$ cat src/rtl/uart_pkg.sv
// Shared types and constants for the UART receive path (and the future transmitter).
package uart_pkg;

    localparam int unsigned OVERSAMPLE    = 16;
    // Widest supported frame; narrower words are zero-extended into this field.
    localparam int unsigned RX_DATA_WIDTH = 9;

    typedef enum logic [1:0] {
        PAR_NONE = 2'd0,
        PAR_EVEN = 2'd1,
        PAR_ODD  = 2'd2
    } parity_e;

    typedef enum logic [2:0] {
        RX_IDLE,
        RX_START,
        RX_DATA,
        RX_PARITY,
        RX_STOP,
        RX_BREAK
    } rx_state_e;

    typedef struct packed {
        logic                     ferr;
        logic                     perr;
        logic [RX_DATA_WIDTH-1:0] data;
    } rx_entry_t;

    function automatic logic majority3(input logic a, input logic b, input logic c);
        return (a & b) | (a & c) | (b & c);
    endfunction

endpackage

$ cat src/rtl/uart_sync_fifo.sv
// Single-clock first-word-fall-through FIFO with fill level; head reads as zero when empty.
module uart_sync_fifo #(
    parameter int unsigned WIDTH = 8,
    parameter int unsigned DEPTH = 16
) (
    input  logic                         clk,
    input  logic                         rst,
    input  logic                         push_i,
    input  logic [WIDTH-1:0]             wdata_i,
    input  logic                         pop_i,
    output logic [WIDTH-1:0]             rdata_o,
    output logic                         empty_o,
    output logic                         full_o,
    output logic [$clog2(DEPTH+1)-1:0]   count_o
);

    localparam int unsigned PTR_W = $clog2(DEPTH);
    localparam int unsigned CNT_W = $clog2(DEPTH + 1);

    if (DEPTH < 2 || (DEPTH & (DEPTH - 1)) != 0) begin : g_depth_check
        $error("uart_sync_fifo: DEPTH must be a power of two >= 2");
    end

    logic [WIDTH-1:0] mem_q [DEPTH];
    logic [PTR_W-1:0] wr_ptr_q;
    logic [PTR_W-1:0] rd_ptr_q;
    logic [CNT_W-1:0] count_q;
    logic             do_push;
    logic             do_pop;

    assign empty_o = (count_q == '0);
    assign full_o  = (count_q == CNT_W'(DEPTH));
    assign do_pop  = pop_i && !empty_o;
    // A full FIFO still accepts a write when the head leaves in the same cycle.
    assign do_push = push_i && (!full_o || do_pop);
    assign rdata_o = empty_o ? '0 : mem_q[rd_ptr_q];
    assign count_o = count_q;

    // NOTE: storage is deliberately not reset; only pointers and count are, and the
    // head is masked while empty, so stale contents are never observable.
    always_ff @(posedge clk) begin
        if (do_push) begin
            mem_q[wr_ptr_q] <= wdata_i;
        end
    end

    // NOTE: state registers use non-blocking assignments so every flop samples the
    // pre-edge values, independent of statement order.
    always_ff @(posedge clk) begin
        if (rst) begin
            wr_ptr_q <= '0;
            rd_ptr_q <= '0;
            count_q  <= '0;
        end else begin
            if (do_push) begin
                wr_ptr_q <= wr_ptr_q + PTR_W'(1);
            end
            if (do_pop) begin
                rd_ptr_q <= rd_ptr_q + PTR_W'(1);
            end
            case ({do_push, do_pop})
                2'b10:   count_q <= count_q + CNT_W'(1);
                2'b01:   count_q <= count_q - CNT_W'(1);
                default: count_q <= count_q;
            endcase
        end
    end

endmodule

$ cat src/rtl/uart_rx_fifo.sv
// UART receiver: 16x oversampling with 3-sample majority vote, optional parity, 1/2 stop bits,
// error-tagged words into an FWFT FIFO. Define UART_RX_BREAK_DETECT_EN to add rx_break.
module uart_rx_fifo
    import uart_pkg::*;
#(
    parameter int unsigned CLOCK_FREQUENCY = 32'd100_000_000,
    parameter int unsigned BAUD_RATE       = 32'd115200,
    parameter int unsigned WORD_WIDTH      = 32'd8,
    parameter logic [1:0]  PARITY          = 2'd0,
    parameter int unsigned STOP_BITS       = 32'd1,
    parameter int unsigned FIFO_DEPTH      = 32'd16
) (
    input  logic                              clk,
    input  logic                              rst,
    input  logic                              rxd,
    output logic [WORD_WIDTH-1:0]             dout,
    output logic                              dout_perr,
    output logic                              dout_ferr,
    output logic                              empty,
    input  logic                              re,
    output logic [$clog2(FIFO_DEPTH+1)-1:0]   count,
    output logic                              overrun,
    input  logic                              clr_overrun,
    output logic                              rx_busy
`ifdef UART_RX_BREAK_DETECT_EN
    ,
    output logic                              rx_break
`endif
);

    localparam int unsigned DIV   = CLOCK_FREQUENCY / (BAUD_RATE * OVERSAMPLE);
    localparam int unsigned DIV_W = (DIV > 1) ? $clog2(DIV) : 1;
    localparam int unsigned OS_W  = $clog2(OVERSAMPLE);

    localparam logic [DIV_W-1:0] DIV_LAST   = DIV_W'(DIV - 1);
    localparam logic [OS_W-1:0]  TICK_S0    = OS_W'(7);
    localparam logic [OS_W-1:0]  TICK_S1    = OS_W'(8);
    localparam logic [OS_W-1:0]  TICK_VOTE  = OS_W'(9);
    localparam logic [OS_W-1:0]  TICK_LAST  = OS_W'(OVERSAMPLE - 1);
    localparam logic [3:0]       LAST_DATA  = 4'(WORD_WIDTH - 1);
    localparam logic [3:0]       LAST_STOP  = 4'(STOP_BITS - 1);
    localparam parity_e          PAR_MODE   = parity_e'(PARITY);

    if (DIV < 1) begin : g_div_check
        $error("uart_rx_fifo: CLOCK_FREQUENCY too low for 16x oversampling of BAUD_RATE");
    end
    if (PARITY == 2'd3) begin : g_parity_check
        $error("uart_rx_fifo: PARITY=3 is illegal");
    end
    if (WORD_WIDTH < 5 || WORD_WIDTH > RX_DATA_WIDTH) begin : g_width_check
        $error("uart_rx_fifo: WORD_WIDTH must be 5..9");
    end
    if (STOP_BITS < 1 || STOP_BITS > 2) begin : g_stop_check
        $error("uart_rx_fifo: STOP_BITS must be 1 or 2");
    end

    logic                  rxd_meta_q, rxd_sync_q, rxd_prev_q;
    rx_state_e             state_q, state_d;
    logic [DIV_W-1:0]      div_cnt_q, div_cnt_d;
    logic [OS_W-1:0]       os_cnt_q, os_cnt_d;
    logic [3:0]            bit_cnt_q, bit_cnt_d;
    logic [WORD_WIDTH-1:0] shift_q, shift_d;
    logic [1:0]            samp_q, samp_d;
    logic                  perr_q, perr_d;
    logic                  ferr_q, ferr_d;
    logic                  overrun_q, overrun_d;
`ifdef UART_RX_BREAK_DETECT_EN
    logic                  par_bit_q, par_bit_d;
    logic                  stop_one_q, stop_one_d;
    logic                  rx_break_q, rx_break_d;
    logic                  is_break;
`endif

    logic      tick, sample_now, bit_end, voted, start_edge, ferr_now, par_expected;
    logic      push_req, fifo_full;
    rx_entry_t push_entry, head_entry;
    logic      unused_head;

    assign start_edge   = rxd_prev_q && !rxd_sync_q;
    assign tick         = (state_q != RX_IDLE) && (div_cnt_q == DIV_LAST);
    assign sample_now   = tick && (os_cnt_q == TICK_VOTE);
    assign bit_end      = tick && (os_cnt_q == TICK_LAST);
    assign voted        = majority3(samp_q[0], samp_q[1], rxd_sync_q);
    assign ferr_now     = ferr_q | ~voted;
    assign par_expected = (PAR_MODE == PAR_ODD) ? ~(^shift_q) : ^shift_q;
`ifdef UART_RX_BREAK_DETECT_EN
    assign is_break     = (shift_q == '0) && !par_bit_q && !stop_one_q && !voted;
`endif

    always_ff @(posedge clk) begin
        if (rst) begin
            rxd_meta_q <= 1'b1;
            rxd_sync_q <= 1'b1;
            rxd_prev_q <= 1'b1;
            state_q    <= RX_IDLE;
            div_cnt_q  <= '0;
            os_cnt_q   <= '0;
            bit_cnt_q  <= '0;
            shift_q    <= '0;
            samp_q     <= '0;
            perr_q     <= 1'b0;
            ferr_q     <= 1'b0;
            overrun_q  <= 1'b0;
`ifdef UART_RX_BREAK_DETECT_EN
            par_bit_q  <= 1'b0;
            stop_one_q <= 1'b0;
            rx_break_q <= 1'b0;
`endif
        end else begin
            rxd_meta_q <= rxd;
            rxd_sync_q <= rxd_meta_q;
            rxd_prev_q <= rxd_sync_q;
            state_q    <= state_d;
            div_cnt_q  <= div_cnt_d;
            os_cnt_q   <= os_cnt_d;
            bit_cnt_q  <= bit_cnt_d;
            shift_q    <= shift_d;
            samp_q     <= samp_d;
            perr_q     <= perr_d;
            ferr_q     <= ferr_d;
            overrun_q  <= overrun_d;
`ifdef UART_RX_BREAK_DETECT_EN
            par_bit_q  <= par_bit_d;
            stop_one_q <= stop_one_d;
            rx_break_q <= rx_break_d;
`endif
        end
    end

    // NOTE: every signal driven here gets a default first, so no path can infer a latch.
    always_comb begin
        state_d    = state_q;
        div_cnt_d  = div_cnt_q;
        os_cnt_d   = os_cnt_q;
        bit_cnt_d  = bit_cnt_q;
        shift_d    = shift_q;
        samp_d     = samp_q;
        perr_d     = perr_q;
        ferr_d     = ferr_q;
        push_req   = 1'b0;
        push_entry = '0;
`ifdef UART_RX_BREAK_DETECT_EN
        par_bit_d  = par_bit_q;
        stop_one_d = stop_one_q;
        rx_break_d = 1'b0;
`endif

        // Oversampling clock runs only inside a frame and restarts at every start edge.
        if (state_q == RX_IDLE) begin
            div_cnt_d = '0;
            os_cnt_d  = '0;
        end else if (tick) begin
            div_cnt_d = '0;
            os_cnt_d  = os_cnt_q + OS_W'(1);
        end else begin
            div_cnt_d = div_cnt_q + DIV_W'(1);
        end

        if (tick && os_cnt_q == TICK_S0) samp_d[0] = rxd_sync_q;
        if (tick && os_cnt_q == TICK_S1) samp_d[1] = rxd_sync_q;

        case (state_q)
            RX_IDLE: begin
                if (start_edge) begin
                    state_d   = RX_START;
                    bit_cnt_d = '0;
                    perr_d    = 1'b0;
                    ferr_d    = 1'b0;
`ifdef UART_RX_BREAK_DETECT_EN
                    par_bit_d  = 1'b0;
                    stop_one_d = 1'b0;
`endif
                end
            end
            RX_START: begin
                if (sample_now && voted) begin
                    state_d = RX_IDLE;
                end else if (bit_end) begin
                    state_d = RX_DATA;
                end
            end
            RX_DATA: begin
                if (sample_now) begin
                    shift_d = {voted, shift_q[WORD_WIDTH-1:1]};
                end
                if (bit_end) begin
                    if (bit_cnt_q == LAST_DATA) begin
                        bit_cnt_d = '0;
                        state_d   = (PAR_MODE == PAR_NONE) ? RX_STOP : RX_PARITY;
                    end else begin
                        bit_cnt_d = bit_cnt_q + 4'd1;
                    end
                end
            end
            RX_PARITY: begin
                if (sample_now) begin
                    perr_d = voted ^ par_expected;
`ifdef UART_RX_BREAK_DETECT_EN
                    par_bit_d = voted;
`endif
                end
                if (bit_end) begin
                    state_d = RX_STOP;
                end
            end
            RX_STOP: begin
                if (sample_now) begin
                    ferr_d = ferr_now;
`ifdef UART_RX_BREAK_DETECT_EN
                    stop_one_d = stop_one_q | voted;
`endif
                    if (bit_cnt_q == LAST_STOP) begin
                        push_entry.ferr = ferr_now;
                        push_entry.perr = perr_q;
                        push_entry.data = RX_DATA_WIDTH'(shift_q);
`ifdef UART_RX_BREAK_DETECT_EN
                        if (is_break) begin
                            rx_break_d = 1'b1;
                            state_d    = RX_BREAK;
                        end else begin
                            push_req = 1'b1;
                            state_d  = RX_IDLE;
                        end
`else
                        push_req = 1'b1;
                        state_d  = RX_IDLE;
`endif
                    end
                end else if (bit_end) begin
                    bit_cnt_d = bit_cnt_q + 4'd1;
                end
            end
`ifdef UART_RX_BREAK_DETECT_EN
            RX_BREAK: begin
                if (rxd_sync_q) begin
                    state_d = RX_IDLE;
                end
            end
`endif
            default: state_d = RX_IDLE;
        endcase
    end

    // A drop sets the flag even when software clears it in the same cycle.
    always_comb begin
        overrun_d = overrun_q;
        if (clr_overrun) overrun_d = 1'b0;
        if (push_req && fifo_full && !re) overrun_d = 1'b1;
    end

    uart_sync_fifo #(
        .WIDTH ($bits(rx_entry_t)),
        .DEPTH (FIFO_DEPTH)
    ) u_fifo (
        .clk     (clk),
        .rst     (rst),
        .push_i  (push_req),
        .wdata_i (push_entry),
        .pop_i   (re),
        .rdata_o (head_entry),
        .empty_o (empty),
        .full_o  (fifo_full),
        .count_o (count)
    );

    assign dout        = head_entry.data[WORD_WIDTH-1:0];
    assign dout_perr   = head_entry.perr;
    assign dout_ferr   = head_entry.ferr;
    assign unused_head = ^head_entry.data;
    assign overrun     = overrun_q;
    assign rx_busy     = (state_q != RX_IDLE);
`ifdef UART_RX_BREAK_DETECT_EN
    assign rx_break    = rx_break_q;
`endif

endmodule
$ cat config.mk
export PLATFORM = sky130hd
export DESIGN_NAME = uart_rx_fifo
export DESIGN_NICKNAME = d
export VERILOG_FILES = /design/src/rtl/uart_pkg.sv /design/src/rtl/uart_sync_fifo.sv /design/src/rtl/uart_rx_fifo.sv
export SDC_FILE = /design/constraint.sdc
export NUM_CORES = 1
export LEC_CHECK = 0
export CAP_MARGIN = 20
export CORE_UTILIZATION = 45
export DETAILED_ROUTE_END_ITERATION = 7
export GPL_ROUTABILITY_DRIVEN = 0
export PLACE_DENSITY = 0.59
export SYNTH_ARGS = -nofsm -noshare
export SYNTH_HDL_FRONTEND = slang
export SYNTH_HIERARCHICAL = 1
export SYNTH_SLANG_ARGS = --single-unit
$ cat constraint.sdc
create_clock -name clk -period 3.9 [get_ports clk]
set_clock_uncertainty 0.2 [all_clocks]
set_input_delay 0.39 -clock clk [delete_from_list [all_inputs] [get_ports clk]]
set_output_delay 0.39 -clock clk [all_outputs]
set_load 0.02 [all_outputs]
* Word-level counts from Yosys, hierarchy flattened
Memories as Yosys holds them, arrays and structs flattened. A register that Yosys moved wholly into a read port is not among the register bits.
Cells that the tools add are included.
** Operators by class
- Add/sub/neg operators :: 7
- Eq/ne operators :: 23
- Muxes and demuxes :: 34
- Bitwise logic cells :: 8
- Reductions and logical operators :: 33
** Operators by type and width (count)
- $mux W11 :: 4
- $mux W4 :: 7
- $mux W3 :: 8
- $ne A2 B2 Y1 const B :: 9
- $add A4 B1 Y4 const B :: 4
- $pmux W3 S5 :: 1
- $eq A4 B4 Y1 const B :: 3
- $pmux W4 S3 :: 1
- $logic_and A1 B1 Y1 :: 11
- $mux W1 :: 10
- $pmux W5 S2 :: 1
- $eq A4 B3 Y1 const B :: 2
- $reduce_bool A2 Y1 :: 4
- $reduce_xor A8 Y1 :: 1
- $reduce_and A7 Y1 :: 1
- $add A6 B1 Y6 const B :: 1
- $eq A3 B2 Y1 const B :: 2
- $eq A6 B6 Y1 const B :: 1
- $reduce_and A3 Y1 :: 2
- $reduce_bool A3 Y1 :: 2
- $add A5 B1 Y5 const B :: 1
- $eq A5 B5 Y1 const B :: 1
- $logic_not A5 Y1 :: 1
- $reduce_and A5 Y1 :: 1
- other kinds (18) :: 26
** Storage, ports and cells
- Register bits after elaboration :: 46
- Bits in writable memories :: 176
- Output and inout bits :: 18
- Logic and storage cells :: 122
- Memories :: 1
** Memory list
- u_fifo.mem_q :: words 16, bits a word 11, read ports 1, clocked after memory_dff 1, wr ports 1, RTL line uart_sync_fifo.sv:24 : logic [WIDTH-1:0] mem_q [DEPTH];

* Depth between registers and ports, before layout
Gate-level depths: netlist of run 1.
- Word-level depth :: 8
- Gate-level depth with buffers :: 14

* By module
The synthesis of run 1 kept the hierarchy.
** Modules (own cells, without submodules)
- uart_sync_fifo :: instances 1, cells each 409, area each 7798.7 sq um, sequential area each 5625.4 sq um
- uart_rx_fifo :: instances 1, cells each 193, area each 1747.9 sq um, sequential area each 660.6 sq um

* Worst setup path after synthesis of run 1
Ideal clock, no wire load.
- Path type :: reg2reg
- From :: register state_q[0]
- To :: memory u_fifo/mem_q[0][0] (netlist bit), enable pin
- Arrival time :: 2.950 ns
- Data required time :: 3.292 ns
- Slack :: 0.342 ns
- Stages on the path, launching flop included :: 9
- Buffers on the path :: 3
- Path through :: dfxtp_1 -> clkbuf_8 -> nor2_1 -> nand2_1 -> nor4_1 -> clkbuf_1 -> clkbuf_1 -> o21ai_4 -> nor4_1
** On the way
- Longest elaborated chain between the ends :: 8
** RTL lines
- from (decl) :: RTL line uart_rx_fifo.sv:58 : rx_state_e state_q, state_d;
- from (signal assigned) :: RTL line uart_rx_fifo.sv:113 : state_q <= state_d;
- $reduce_bool A3 Y1 :: RTL line uart_rx_fifo.sv:80 : assign tick = (state_q != RX_IDLE) && (div_cnt_q == DIV_LAST);
- $logic_and A1 B1 Y1 :: RTL line uart_rx_fifo.sv:80
- $logic_and A1 B1 Y1 :: RTL line uart_rx_fifo.sv:81 : assign sample_now = tick && (os_cnt_q == TICK_VOTE);
- $mux W1 :: RTL line uart_rx_fifo.sv:207 : if (sample_now) begin
- $mux W1 (*) :: RTL line uart_rx_fifo.sv:162 : case (state_q)
- via push_req :: RTL line uart_rx_fifo.sv:75 : logic push_req, fifo_full;
- $logic_and A1 B1 Y1 (*) :: RTL line uart_sync_fifo.sv:35 : assign do_push = push_i && (!full_o || do_pop);
- $mux W1 (*) :: RTL line uart_sync_fifo.sv:42 : if (do_push) begin
- $mux W1 (implied by the code) (*) :: RTL line uart_sync_fifo.sv:43 : mem_q[wr_ptr_q] <= wdata_i;
- to (decl) :: RTL line uart_sync_fifo.sv:24
Mark *: on every way through the listed nets, which the timed path passes. The rest lies on a longest branch.

==> results.md, run 1 <==
* Status: finished clean
* Vias in the first global route at approximately 5100
* Final Hold Slack at between 200 and 250 ps
* Hold_buf cts at 0
* Mean Syn Cell Area at approximately 15 um2
* Die width at ~140 um
* Hold Path Class: register to register
* CP required at 3310 ps
* Clk pin slew, worst setup/hold paths at 60 ps
* Post-detail-place hpwl at ~12000 um
* # DRC at 0
* Peak supply drop at 0.251 mV
* Via-to-Cell Ratio at 5.43
* Slowest cell on crit path: dfxtp_1
* Register area at ~5800 um2
* TritonCTS Sinks at 210
* Pleak at between 3 and 4 nW
* Final hold violation count at 0
* Filler cell count at 1584
* Area of the multi-input gates at between 2000 and 3000 um2
* H-tree levels at 1
* First-pass DRT Iterations at 4
* Worst-Margin Slew at around 820 ps
* First-pass GRT wire length at approximately 28000 um
* Setup violators final at 0
* Worst setup EP type: output port
* Fmax achieved at between 200 and 300 MHz
* Slowest stage delay, CP at 780 ps
* Die area at around 20000 um2
* DR iter-0 viols at ~340
* Layout area overhead at 14.9%
* Min Tclk post-route at roughly 3600 ps
* Clk root buf: clkbuf_16
* Post-route ant nets at 0
* # rows at 51
* Critical Path Fanout Max at 14
* Post CTS Setup Buffer Count at 0
* Setup ws final at roughly 340 ps
* Post-CTS Resized at 0
* Via count at approximately 4800
* Gate Count Post-Synth at about 580
* Core area at just under 20000 um2
* Wirelength, routed at between 15000 and 20000 um
* Antenna violations before repair at 0
* Number of buffers created by CTS at 22
* Final antenna diode count at 0
* Power Density at around 450 nW/um2
* Crit path launch type: register
* Ratio of cells with drive above 1 in the final layout at a little under a fifth
* Max clock buf depth at 3
* Clk Latency, worst-skew pair at 490 ps
* Synth Cell Area at between 8000 and 9000 um2
* Port Buf Inserts at 22
* Layout Nets at between 600 and 700
* Synthesized Nets at ~600
* WL/cell at 19.7 um
* RSZ-0062 raised after global routing: false
* CP arrival at just under 3000 ps
* Worst Path Buf+Inv at 3
* Initial core utilization at 45.9%
* Crit path cell chain: buf_4, buf_4, mux4_2, a211oi_1, a211oi_1, clkdlybuf4s50_1
* Tcrit/Tclk final at just over 90%
* CTS tree: yes
* Final Power at around 4.6 mW
* Io pins at 23
* Largest net degree at the start of global routing at 33
* Setup_tns at 0 ps
* CP delay by family, top: buffers and inverters
* All-layer global routing usage at a little under a fifth
* Die Height at between 100 and 150 um
* Pins over their slew limit at 0
* YS warnings at 6
* Crit path kind: register to output port
* Total of max-cap violations at 0
* Final global-route overflow total at 0
* Worst slack, placed at ~630 ps
* Slew headroom at roughly 45%
-- layout by cell type, fill, tap and decap left out, drive strengths merged, types with 2 or more instances in the layout --
| master | instances |
|---|---|
| mux4 | 40 |
| nand4 | 5 |
| clkbuf | 29 |
| edfxtp | 160 |
| o21ai | 11 |
| o311a | 2 |
| or4 | 4 |
| mux2 | 2 |
| nor2b | 17 |
| inv | 19 |
| nor3b | 4 |
| nand2b | 9 |
| buf | 19 |
| a21o | 3 |
| bufinv | 4 |
| a21oi | 9 |
| clkdlybuf4s50 | 22 |
| and4 | 2 |
| nand3 | 11 |
| o211ai | 2 |
| and2 | 17 |
| nor2 | 41 |
| xnor2 | 11 |
| nor3 | 7 |
| mux2i | 25 |
| or3 | 3 |
| or2 | 5 |
| ha | 15 |
| o22ai | 2 |
| nand2 | 12 |
| clkinv | 6 |
| o21a | 8 |
| dfxtp | 50 |
| xor2 | 7 |
| a211oi | 21 |
| nor4 | 8 |
-- routing by layer --
metal / share of wire [%] / GRT usage, % / routed length, um / vias up
li1: - / - / - / 2277
met1: 45 / 24.2 / 7930 / 2466
met2: 50 / 31.6 / 8820 / 91
met3: 3.7 / 2.85 / 641 / 10
met4: 0.89 / 3.68 / 156 / 0
met5: 0 / 0 / 0 / -
-- cell type report --
cell class                      instances  share of cell area, %
Timing Repair Buffer                   41                   3.65
Clock buffer                           29                   5.92
Inverter                               19                  0.694
Sequential cell                       210                   56.5
Clock inverter                         10                   1.44
Tap cell                              265                   3.23
Multi-Input combinational cell        318                   28.5
-- flip-flops by register name, indices dropped and copies added, names as in the netlist, named ones only --
name	count
ferr_q	1
u_fifo/wr_ptr_q	4
bit_cnt_q	4
state_q	3
shift_q	8
os_cnt_q	4
rxd_prev_q	1
div_cnt_q	6
overrun	1
perr_q	1
samp_q	2
u_fifo/mem_q	160
u_fifo/rd_ptr_q	4
rxd_meta_q	1
rxd_sync_q	1
u_fifo/count_o	5
-- worst paths after layout --
path | startpoint | endpoint | slack, ps | depth (start not counted)
worst max-delay path | register | dout[4] | 340 | 6
worst max register to register | u_fifo/count_o[0] | u_fifo/count_o[4] | 630 | 7
worst min-delay path | rxd_meta_q | rxd_sync_q | 210 | 1
worst min register to register | rxd_meta_q | rxd_sync_q | 210 | 1
-- metrics by stage --
stage / instance area [um2] / util (%) / cells
6_report: 10300 / 52.8 / 892
5_1_grt: 10300 / 52.8 / 892
4_1_cts: 10300 / 52.8 / 892
3_5_place_dp: 9520 / 48.9 / 853
3_3_place_gp: 9520 / 48.9 / 853
2_1_floorplan: 8940 / - / 577
-- worst reg2reg max path: stages (launching register included) --
cell       delay [ps]
dfxtp_1           370
or4_1             810
o21ai_4           320
inv_2             120
ha_1              350
o2bb2ai_1         320
a2111oi_0         120
or4_1             540
-- where the power goes --
group	internal [mW]	total, mW	switching [mW]	leakage [nW]
clock	1.36	2.16	0.804	0.372
combinational	0.0129	0.0328	0.0199	1.09
sequential	2.38	2.38	0.00306	2.27
Power figures use the tool's default switching activity.
==> run 2, diff against run 1 <==
- clock period: 3.9 -> 3.71 ns (I/O delays scaled with it)
==> run 2 against run 1 <==
Compared with the run above:
- sequential power grew 5%
- die area stayed put
- sequential share of layout area rose by 0.37 points
- critical path type unchanged
- largest cell class unchanged
==> results.md, run 2 (synthesis gave the netlist of run 1 again) <==
* # rows at 51 (unchanged)
* Die Height at 143 um (unchanged)
* Via-to-Cell Ratio at 5.47 (+0.77%)
* Initial core utilization at 45.9% (unchanged)
* Post-layout util at 52.4% (-0.34 points)
* Die width at 143 um (unchanged)
* Clk Latency, worst-skew pair at 500 ps (about the same)
* Biggest register: u_fifo/mem_q
* First-pass DRT Iterations at 4 (unchanged)
* Combinational Power Share at 0.8% (about the same)
* Clk root buf: clkbuf_16
* Tcrit/Tclk final at between 90% and 100%
* WL/cell at 19.6 um (-0.40%)
* Setup_tns at 0 ps (unchanged)
* Crit path cell chain: buf_4, mux4_2, nor2b_1, a211oi_1, a211oi_1, clkdlybuf4s50_1
* Setup violators final at 0 (unchanged)
* Vias in the first global route at 5003 (-1.1%)
* Post CTS Setup Buffer Count at 0 (unchanged)
* Seq pwr share at 54.1% (+2.1 points)
* Final global-route overflow total at 0 (unchanged)
* Number of buffers created by CTS at 22 (unchanged)
* Final Cell Area at 10200 um2 (-0.65%)
* Most Frequent Cell on Critical Path: a211oi_1
* Net Sw Frac at 18.9% (+0.85 points)
* Pleak at 3.70 nW (-0.90%)
* Peak supply drop at 0.254 mV (+1.5%)
* Internal at 3.75 mW (about the same)
* Clock power frac at 45.2% (-2.1 points)
* Final antenna diode count at 0 (unchanged)
* Min Tclk post-route at ~3500 ps
* Final Hold Slack at 231 ps (+16.2 ps)
* Worst-Margin Slew at 807 ps (-16.7 ps)
* DR iter-0 viols at 283 (-16%)
* Max clock buf depth at 3 (unchanged)
* Hold_buf cts at 0 (unchanged)
* Fmax achieved at 287 MHz
* Commonest non-fill, non-tap cell in the layout: edfxtp_1
* Core area at 19500 um2 (unchanged)
* H-tree levels at 1 (unchanged)
* Port Buf Inserts at 22 (unchanged)
* CP required at 3140 ps (-170 ps)
* Slowest cell on crit path: clkdlybuf4s50_1
* Final hold violation count at 0 (unchanged)
* Post-route ant nets at 0 (unchanged)
* Psw at 876 uW (+5.9%)
* Placed Area at 9520 um2 (unchanged)
* Die area at 20400 um2 (unchanged)
* Critical Path Fanout Max at 12 (-2)
* Post-detail-place hpwl at 11500 um (+0.12%)
* Inst Count DP at 853 (unchanged)
* All-layer global routing usage at 18.4% (+0.15 points)
* Final Instance Count excl. Fillers at 891 (-0.11%)
* Largest net degree at the start of global routing at 41 (+24%)
* Met2 Usage GRT at 31.5% (-0.15 points)
* Ratio of cells with drive above 1 in the final layout at 18.8% (-0.13 points)
* Slowest stage delay, CP at 580 ps (-200 ps)
* Wirelength, routed at 17500 um (-0.51%)
* Grt met3 use at 2.72% (-0.13 points)
* Power Density at 453 nW/um2 (+1.8%)
* Worst setup EP type: output port
* Total of max-cap violations at 0 (unchanged)
* Largest register FFs at 160 (unchanged)
* Worst slack, placed at 529 ps (-103 ps)
* CP arrival at 2910 ps (-60 ps)
* GRT Max-Usage Layer: met2
* # DRC at 0 (unchanged)
* Biggest regs: u_fifo/mem_q: 160 flops, shift_q: 8 flops, div_cnt_q: 6 flops
* Met1 Use GR at 24.7% (+0.48 points)
* Antenna violations before repair at 0 (unchanged)
* Post-CTS Resized at 0 (unchanged)
* Status: finished clean
* Pins over their slew limit at 0 (unchanged)
* TritonCTS Sinks at 210 (unchanged)
* Crit path launch type: register
* Crit path kind: register to output port
* Io pins at 23 (unchanged)
* Layout area overhead at 14.1%
* Final Power at 4.62 mW (+1.1%)
* Setup ws final at 231 ps (-114 ps)
* Layout Nets at 633 (unchanged)
* Slew headroom at 45.9% (+1.1 points)
* Clk pin slew, worst setup/hold paths at 60 ps (about the same)
* CTS tree: yes
* First-pass GRT wire length at 28100 um (+0.45%)
* RSZ-0062 raised after global routing: false
* Most frequent cells in the layout: edfxtp_1, dfxtp_1, nor2_1
* Via count at 4876 (+0.66%)
* Hold Path Class: register to register
-- run 2: cell types whose count changed in the layout (fill, tap and decap cells not counted) --
cell,before,now
clkbuf_8,1,0
clkbuf_16,23,24
bufinv_16,4,1
clkinv_2,4,5
clkinv_1,2,3
clkbuf_1,5,4
clkinvlp_4,0,1
-- run 2: worst paths after layout --
| path | depth (start not counted) | start | slack [ps] | to |
|---|---|---|---|---|
| setup / recovery | 6 | register | 230 | dout_ferr |
| hold / removal | 1 | rxd_meta_q | 230 | rxd_sync_q |
| setup reg to reg | 7 | state_q[0] | 540 | u_fifo/mem_q[10][4] |
| hold reg to reg | 1 | rxd_meta_q | 230 | rxd_sync_q |
-- run 2: metal layers --
layer  vias up  routed length, um
met5         -                  0
met1      2473               7700
met4         0                230
met2       108               8760
li1       2275                  -
met3        20                776
-- run 2: area by class of cell --
cell class                 instances  area (um2)
clock buffer                      28         616
clock inverter                    10        73.8
fill                            1607        9260
inverter                          19        71.3
multi-input combinational        318        2930
sequential                       210        5810
tap                              265         332
timing repair buffer              41         375
-- run 2: worst max-delay path: cells and delay by family, from the launching register on --
family / cells / cell delay [ps]
muxes: 1 / 520
AOI/OAI and AO/OA: 2 / 380
buffers and inverters: 2 / 900
DFF: 1 / 460
and+or+nand+nor: 1 / 140
-- run 2: power by group through the flow --
stage	Clock [mW]	Combinational [mW]	Sequential, mW
CTS	2.14	0.0355	2.50
floorplan	0	0.0252	2.55
detailed placement	0	0.0352	2.55
global route	2.23	0.0388	2.50
finish	2.09	0.0353	2.50
global placement	0	0.0345	2.55
==> run 3, diff against run 2 <==
- SYNTH_HIERARCHICAL: 1 -> unset
==> run 3 against run 2 <==
Compared with the run above:
- count of clock-buffer cells in the layout fell by 4
- critical path depth fell by 1
- register-to-register slack got worse by 110 ps
- non-clock buffer count rose by 14
- first-iteration DRC count rose by 6.0%
- sequential power rose by 3%
- critical endpoint is now dout[3]
==> results.md, run 3 <==
* Port Buf Inserts at 22 (unchanged)
* Synth Cell Area at 8770 um2 (-1.9%)
* Commonest non-fill, non-tap cell in the layout: edfxtp_1
* Worst setup EP type: output port
* Total of max-cap violations at 0 (unchanged)
* Initial core utilization at 46.4% (+0.46 points)
* Final Power at 5.33 mW (+15%)
* Hold_buf cts at 0 (unchanged)
* Largest register FFs at 160 (unchanged)
* Hold_sp: rxd_meta_q
* Post-detail-place hpwl at 12000 um (+4.5%)
* Worst slack, placed at 460 ps (-68.3 ps)
* Setup violators final at 0 (unchanged)
* Final Hold Slack at 212 ps (-18.8 ps)
* Io pins at 23 (unchanged)
* Via count at 4768 (-2.2%)
* Max clock buf depth at 3 (unchanged)
* Top post-synthesis cells by area: edfxtp_1, mux4_2, dfxtp_1, ha_1, nor2_1
* YS warnings at 0 (-6)
* Pleak at 3.80 nW (+2.9%)
* First-pass GRT wire length at 27900 um (-0.76%)
* Crit path launch type: register
* Inst Count DP at 838 (-1.8%)
* Crit path cell chain: buf_4, mux4_2, mux4_2, nor2b_1, clkdlybuf4s50_1
* CP arrival at 3000 ps (+90 ps)
* All-layer global routing usage at 18.9% (+0.55 points)
* Antenna violations before repair at 0 (unchanged)
* WHS Path Cells at 1 (unchanged)
* # DRC at 0 (unchanged)
* DR iter-0 viols at 300 (+6.0%)
* Final global-route overflow total at 0 (unchanged)
* Length of routed wiring on met1 at 7890 um (+2.4%)
* Fmax achieved at 280 MHz (-2.7%)
* Launch point of the worst reg-to-reg path: os_cnt_q[0]
* Setup_tns at 0 ps (unchanged)
* Mean Syn Cell Area at 16.0 um2 (+3.1%)
* Count leader, synth: edfxtp_1
* Power Density at 519 nW/um2 (+15%)
* Vias in the first global route at 4803 (-4.0%)
* Largest net degree at the start of global routing at 27 (-34%)
* Die width at 142 um (-0.96%)
* Most frequent cells in the layout: edfxtp_1, nor2_1, mux4_2
* Final hold violation count at 0 (unchanged)
* Crit path kind: register to output port
* Core area at 18900 um2 (-2.9%)
* Clk Latency, worst-skew pair at 500 ps (about the same)
* Post-route ant nets at 0 (unchanged)
* RR Endpoint: u_fifo.count_o[4]
* Slowest cell on crit path: clkdlybuf4s50_1
* Worst Path Buf+Inv at 2 (unchanged)
* Final Cell Area at 10300 um2 (+0.59%)
* Largest area contributor in the synthesized netlist: edfxtp_1
* Biggest register: u_fifo.mem_q
* Wirelength, routed at 18100 um (+3.8%)
* H-tree levels at 1 (unchanged)
* Min Tclk post-route at 3570 ps (+95.4 ps)
* First-pass DRT Iterations at 5 (+1)
* Hold Path End: rxd_sync_q
* Pins over their slew limit at 0 (unchanged)
* Gate Count Post-Synth at 549 (-4.9%)
* Top FF cell, synth: edfxtp_1
* Synth cell count leaders: edfxtp_1, dfxtp_1, mux4_2, nor2_1
* Layout Nets at 624 (-1.4%)
* TritonCTS Sinks at 210 (unchanged)
* Final Instance Count excl. Fillers at 880 (-1.2%)
* Die area at 20000 um2 (-1.9%)
* Tcrit/Tclk final at 96.4% (+2.6 points)
* Placed Area at 9480 um2 (-0.41%)
* WL/cell at 20.6 um (+5.1%)
* Sequential area share after synthesis at 66.2%
* Via-to-Cell Ratio at 5.42 (-0.99%)
* Most Frequent Cell on Critical Path: mux4_2
* Met2 WL at 8920 um (+1.9%)
* Post-synth EDFFs at 160
* Biggest regs: u_fifo.mem_q: 160 flops, shift_q: 8 flops, div_cnt_q: 6 flops
* Die Height at 142 um (-0.96%)
* Netlist cell types at 58
* # rows at 50 (-2.0%)
* Number of buffers created by CTS at 23 (+4.5%)
* Peak supply drop at 0.338 mV (+33%)
* Clk root buf: clkbuf_16
* Seq cells post-synth at 210
* CP delay by family, top: multiplexers
* Clk pin slew, worst setup/hold paths at 60 ps (about the same)
* CP required at 3140 ps (about the same)
* Worst-Margin Slew at 860 ps (+53.4 ps)
* Slew headroom at 42.5% (-3.4 points)
* Synthesized Nets at 570 (-4.7%)
* Post CTS Setup Buffer Count at 0 (unchanged)
* Hold Path Class: register to register
* Critical Path Fanout Max at 10 (-2)
* Layout area overhead at 17.1%
* Post-CTS Resized at 1 (+1)
* Final antenna diode count at 0 (unchanged)
* Slowest stage delay, CP at 550 ps (-30 ps)
* Ys async rst share at 0%
* RSZ-0062 raised after global routing: false
* Ratio of cells with drive above 1 in the final layout at 22.3% (+3.4 points)
* Yosys top cell area share at 54.8%
* Status: finished clean
* Top sig layer: met4
* Internal reg-to-reg setup slack at 430 ps (-110 ps)
* CTS tree: yes
* Setup ws final at 135 ps (-95.4 ps)
* R2r worst-path depth at 11 (+4)
* Met3 wire len at 1010 um (+30%)
* Post-layout util at 54.3% (+1.9 points)
[run 3: logic make-up after synthesis]
family	synth area share (%)
compound gates	3.33
xor+xnor	2.15
fa+ha+maj	2.37
buf+inv	2.00
flops	66.2
mux	14.6
simple gates	9.36
[run 3: report_power, final]
part	total, mW	switching, mW	internal, mW
Combinational	0.444	0.234	0.211
Sequential	2.57	0.0510	2.52
Clock	2.32	0.900	1.42
Total	5.33	1.18	4.15
[run 3: how the worst max path moves through the flow]
stage | start | end | slack (ps) | depth (start not counted)
global placement | register | dout[1] | 520 | 5
global route | register | dout[1] | 1 | 5
finish | register | dout[3] | 140 | 5
floorplan | os_cnt_q[0] | u_fifo.mem_q[0][0] | 590 | 7
CTS | register | dout[2] | 60 | 5
detailed placement | os_cnt_q[0] | u_fifo.count_o[4] | 460 | 11
[run 3: area by class of cell]
class / instances / area, um2
repair buffers: 55 / 500
clock buffers: 24 / 579
well taps: 260 / 325
clock inverters: 18 / 199
flip-flops and latches: 210 / 5810
multi-input cells: 296 / 2790
fillers: 1536 / 8630
inverters: 17 / 63.8
[run 3: metal layers]
metal / vias to the layer above / GRT usage (%)
met5: - / 0
met4: 0 / 5.77
met3: 22 / 2.90
met2: 127 / 31.4
met1: 2419 / 25.8
li1: 2200 / -
==> edit 1: new RTL, config.mk and constraints of run 2 <==
Re-encode `rx_state_e` (6 states) as one-hot, 6 bits wide.
--- a/src/rtl/uart_pkg.sv
+++ b/src/rtl/uart_pkg.sv
@@ -13,9 +13,9 @@
 
-    typedef enum logic [2:0] {
-        RX_IDLE,
-        RX_START,
-        RX_DATA,
-        RX_PARITY,
-        RX_STOP,
-        RX_BREAK
+    typedef enum logic [5:0] {
+        RX_IDLE   = 6'b000001,
+        RX_START  = 6'b000010,
+        RX_DATA   = 6'b000100,
+        RX_PARITY = 6'b001000,
+        RX_STOP   = 6'b010000,
+        RX_BREAK  = 6'b100000
     } rx_state_e;
Function: same outputs for any inputs over 10 cycles, from zero or initial values and one cycle with rst high; not proved beyond that.
==> edit 1 against run 2 <==
- final area up 0.93%
- worst setup slack worse by 0.015 ns
- non-clock buffer count up 11
- area after synthesis shrank 0.66%
- sequential cell count unchanged
- routed wire length is 2.8% higher
- first-iteration DRC count shrank 7.1%
- sequential share of layout area fell by 0.53 points
- power about the same
- utilization increased by 0.66 points
- global-route usage rose by 0.30 points
- critical path type unchanged
- highest routed layer unchanged
==> edit 1: results (changes against run 2) <==
Status:
- Run status: finished, final reports clean (unchanged).

Worst setup path:
- The worst reg2reg path depth is 12 (was 7).
- The reg-to-reg critical path startpoint is os_cnt_q[1] (was state_q[0]).
- The peak fanout along the critical path is 21 (was 12).
- The slack of the worst reg-to-reg path is 0.25 ns (was 0.54 ns).
- The data arrival time of the critical path is 2.92 ns (was 2.91 ns).
- The peak per-stage delay on the critical path is 0.57 ns.
- The end of the worst register-to-register path is u_fifo/count_o[4] (was u_fifo/mem_q[10][4]).

Finish:
- The fill cell total of the finished layout came to 1617 (was 1607).
- The synthesis-to-layout area growth is 16.0% (was 14.1%).
- The antenna cell count is 0 (unchanged).
- The proportion of layout cells with a drive suffix above 1 is 18.8% (about the same).
- The number of nets in the finished design is 655 (was 633).
- Largest registers in the final layout: u_fifo/mem_q x160, shift_q x8, div_cnt_q x6 (unchanged).

Placement:
- The post-DP HPWL is 11600 um (was 11500 um).
- The cell area after placement is 9610 um^2 (was 9520 um^2).
- The placement-stage worst setup slack is 0.274 ns (was 0.529 ns).

Clock network:
- The number of clock buffers inserted by TritonCTS was 23 (was 22).
- The deepest level of the CTS H-tree was 1 (unchanged).
- The later pin in the worst-skew pair is clocked with a latency of 0.49 ns.
- The clock-pin slew reported for the worst setup and hold paths after clock tree synthesis is 0.06 ns (about the same).
- The buffer levels on the longest clock path is 3 (unchanged).

Global routing:
- The initial antenna violation count came to 0 (unchanged).
- The pin count of the biggest net entering global routing was 35 (was 41).
- The total global-route track usage is 18.7% (was 18.4%).
- The via count of the first global-routing pass is 5129 (was 5003).
- The global-route wire length before repair came to 28500 um (was 28100 um).

Power:
- The highest ir drop seen on vdd is 0.000351 V (was 0.000254 V).
- The standby leakage power was 3.74 nW (was 3.70 nW).

Yosys:
- The total of warnings raised by yosys is 6 (unchanged).

Routing:
- The per-cell via count in the routed design came to 5.47 (about the same).
- The count of antenna-violating nets left after detailed routing is 0 (unchanged).
- The average wire per cell in the routed design is 19.6 um (about the same).
- The iteration-0 DRC count of the detailed router is 263 (was 283).

Floorplanning:
- The area of the die was 20300 um^2 (was 20400 um^2).

Hold path:
- The worst hold path endpoint was rxd_sync_q (unchanged).
- The cell count of the worst hold path came to 1 (unchanged).
- The worst hold path class is reg2reg (unchanged).
- The start point of the worst hold path was rxd_meta_q (unchanged).

Timing:
- The worst max-slew margin expressed relative to the limit is 46.9% (was 45.9%).
[edit 1: cell types whose count changed in the layout (fill, tap and decap cells not counted), moves of 3 or more]
cell,delta
sky130_fd_sc_hd__buf_4,+10
sky130_fd_sc_hd__clkinv_1,+3
sky130_fd_sc_hd__clkinv_2,-3
sky130_fd_sc_hd__conb_1,+16
sky130_fd_sc_hd__nand2_1,-8
sky130_fd_sc_hd__nand2b_1,+3
sky130_fd_sc_hd__nor2_1,-4
sky130_fd_sc_hd__nor4b_1,+3
sky130_fd_sc_hd__xnor2_1,-4
[edit 1: power breakdown]
| group | total (mW) | switching [mW] | internal, mW |
|---|---|---|---|
| sequential | 2.51 | 0.00407 | 2.50 |
| combinational | 0.0408 | 0.0242 | 0.0165 |
| clock | 2.08 | 0.870 | 1.21 |
[edit 1: what timing repair did]
item                                    in CTS  in global routing
endpoints found under the setup margin       0                  3
buffers inserted                             0                  0
gates resized for setup                      0                  1
endpoints found under the hold margin        0                  0
[edit 1: area by class of cell]
cell class | instances | share of cell area, %
Inverter | 21 | 0.765
Clock inverter | 13 | 0.923
Tap cell | 265 | 3.22
Multi-Input combinational cell | 326 | 28.5
Clock buffer | 27 | 5.73
Sequential cell | 210 | 56.4
Timing Repair Buffer | 52 | 4.48
[edit 1: critical path: cells and delay by family (launching register included)]
family,cells,cell delay [ns]
AO/OA/AOI/OAI,2,0.35
AND/OR/NAND/NOR,1,0.14
multiplexers,1,0.54
buffers and inverters,2,0.94
flip-flops,1,0.46
[edit 1: per-layer routing]
metal / up-vias / global-route usage (%) / part of all wire, %
li1: 2325 / - / -
met2: 102 / 31.3 / 49
met1: 2543 / 25.2 / 44
met5: - / 0 / 0
met3: 27 / 2.66 / 4.4
met4: 0 / 5.66 / 1.9
[edit 1: through the flow]
step | cells | hold WS [ns]
detailed placement | 874 | 0.202
global placement | 874 | 0.195
CTS | 914 | 0.212
finish | 914 | 0.208
floorplan | 589 | 0.189
global route | 914 | 0.224
[edit 1: worst max path at each step]
stage,slack (ns),cells after the start,end,from
final,0.22,6,dout[0],flip-flop
after global routing,0.05,6,dout[3],flip-flop
after floorplan,0.04,13,u_fifo/count_o[4],state_q[0]
after global placement,0.38,13,u_fifo/count_o[4],os_cnt_q[1]
after detailed placement,0.27,12,u_fifo/count_o[4],os_cnt_q[1]
after CTS,0.05,6,dout_perr,flip-flop
==> edit 2: new RTL, flow settings as in run 2 <==
Made on the original files. Set the parameter `PARITY` to 2'd1 (it was 2'd0).
--- a/src/rtl/uart_rx_fifo.sv
+++ b/src/rtl/uart_rx_fifo.sv
@@ -8,3 +8,3 @@
     parameter int unsigned WORD_WIDTH      = 32'd8,
-    parameter logic [1:0]  PARITY          = 2'd0,
+    parameter logic [1:0]  PARITY          = 2'd1,
     parameter int unsigned STOP_BITS       = 32'd1,
Behaviour: no difference found for any inputs over 10 cycles, from zero or initial values and one cycle with rst high; that may be too few to reach the edited logic, so the function may still have changed.
==> edit 2 against run 2 <==
- routed wire length grew 6.1%
- worst setup slack lost 0.16 ns
- area after synthesis grew 0.83%
- final area grew 0.85%
- count of clock-buffer cells in the layout grew 2
- critical endpoint is now dout[0]
- sequential cell count is the same
- hold slack lost 0.0090 ns
Power is not compared: it rests on default switching activity, and its combinational part moved more than twofold at a synthesized area within 25%.
==> edit 2: results (changes against run 2) <==
Status:
- Run status: finished, final reports clean (unchanged).

Placement:
- The post-DP HPWL is 12200 um (was 11500 um).
- The instance count after placement with tap cells included is 863 (was 853).
- The placement-stage worst setup slack is 0.467 ns (was 0.529 ns).
- The cell area after placement came to 9630 um^2 (was 9520 um^2).
- The count of input and output buffers was 22 (unchanged).

Routing:
- The number of iterations in the first detailed-routing pass is 4 (unchanged).
- The iteration-0 DRC count of the detailed router is 232 (was 283).
- The total wire length is 18500 um (was 17500 um).
- The per-cell via count in the routed design was 5.50 (was 5.47).
- The average wire per cell in the routed design was 20.5 um (was 19.6 um).

Power:
- The cell-internal power is 3.78 mW.
- The highest ir drop seen on vdd is 0.000331 V.
- The analysis attributes to cell leakage a power of 3.73 nW.

Clock network:
- The clock latency on the worst-skew pair is 0.50 ns (about the same).
- The number of buffers inserted to repair setup after CTS was 0 (unchanged).
- The quantity of gates resized following cts is 0 (unchanged).
- The number of clock buffers inserted by TritonCTS is 22 (unchanged).
- The clock-pin slew reported for the worst setup and hold paths after clock tree synthesis is 0.06 ns (about the same).
- The buffer type at the clock tree root is sky130_fd_sc_hd__clkbuf_16 (unchanged).
- The deepest level of the CTS H-tree is 1 (unchanged).
- The buffer levels on the longest clock path came to 3 (unchanged).

Worst setup path:
- The cell family with the largest share of critical-path delay was buffers and inverters (unchanged).
- The slack of the worst reg-to-reg path is 0.47 ns (was 0.54 ns).
- The cell with the largest stage delay on the worst path is sky130_fd_sc_hd__clkdlybuf4s50_1 (unchanged).
- The peak per-stage delay on the critical path was 0.70 ns (was 0.58 ns).
- The data arrival time of the critical path is 3.07 ns (was 2.91 ns).
- The peak fanout along the critical path came to 20 (was 12).

Finish:
- Largest registers in the final layout: u_fifo/mem_q x160, shift_q x8, div_cnt_q x6 (unchanged).
- The antenna cell count is 0 (unchanged).
- The number of nets in the finished design was 643 (was 633).
- The proportion of layout cells with a drive suffix above 1 is 19.2% (was 18.8%).

Yosys:
- The total of warnings raised by yosys is 6 (unchanged).
- The synthesized net count is 604 (was 598).
- The synthesized netlist cell count was 583 (was 577).

Global routing:
- The via count of the first global-routing pass is 5249 (was 5003).
- The initial antenna violation count was 0 (unchanged).
- The total global-route track usage is 19.2% (was 18.4%).
- The global-route wire length before repair is 29300 um (was 28100 um).
- The pin count of the biggest net entering global routing came to 31 (was 41).

Hold path:
- The worst hold path class was reg2reg (unchanged).

Timing:
- The share of the clock period used by the worst path after layout is 98.0% (was 93.8%).
- The worst hold slack across all endpoints is 0.222 ns (was 0.231 ns).
- The worst max-slew margin expressed relative to the limit came to 49.4% (was 45.9%).
## edit 2: final cells by class
class                   count  area (um^2)
clock buffers              30          602
clock inverters             9         63.8
fillers                  1620         9240
inverters                  21         78.8
multi-input cells         321         2990
flip-flops and latches    210         5810
well taps                 265          332
repair buffers             46          413
## edit 2: final timing paths
path,startpoint,end,depth (start not counted)
max,flip-flop,dout[0],5
min,rxd_meta_q,rxd_sync_q,1
max reg2reg,bit_cnt_q[0],u_fifo/count_o[4],12
min reg2reg,rxd_meta_q,rxd_sync_q,1
## edit 2: routing by layer
metal  GRT usage, %  up-vias  wire [um]
li1               -     2313          -
met1           25.4     2500       8100
met2           32.8      112       9080
met3           2.63       37        879
met4           6.05        0        465
met5              0        -          0
## edit 2: power by group through the flow
stage	Sequential (mW)	Clock [mW]	Combinational [mW]
final	2.53	2.05	0.179
after global routing	2.53	2.18	0.199
after CTS	2.53	2.10	0.181
after detailed placement	2.58	0	0.180
after global placement	2.58	0	0.178
after floorplan	2.56	0	0.157
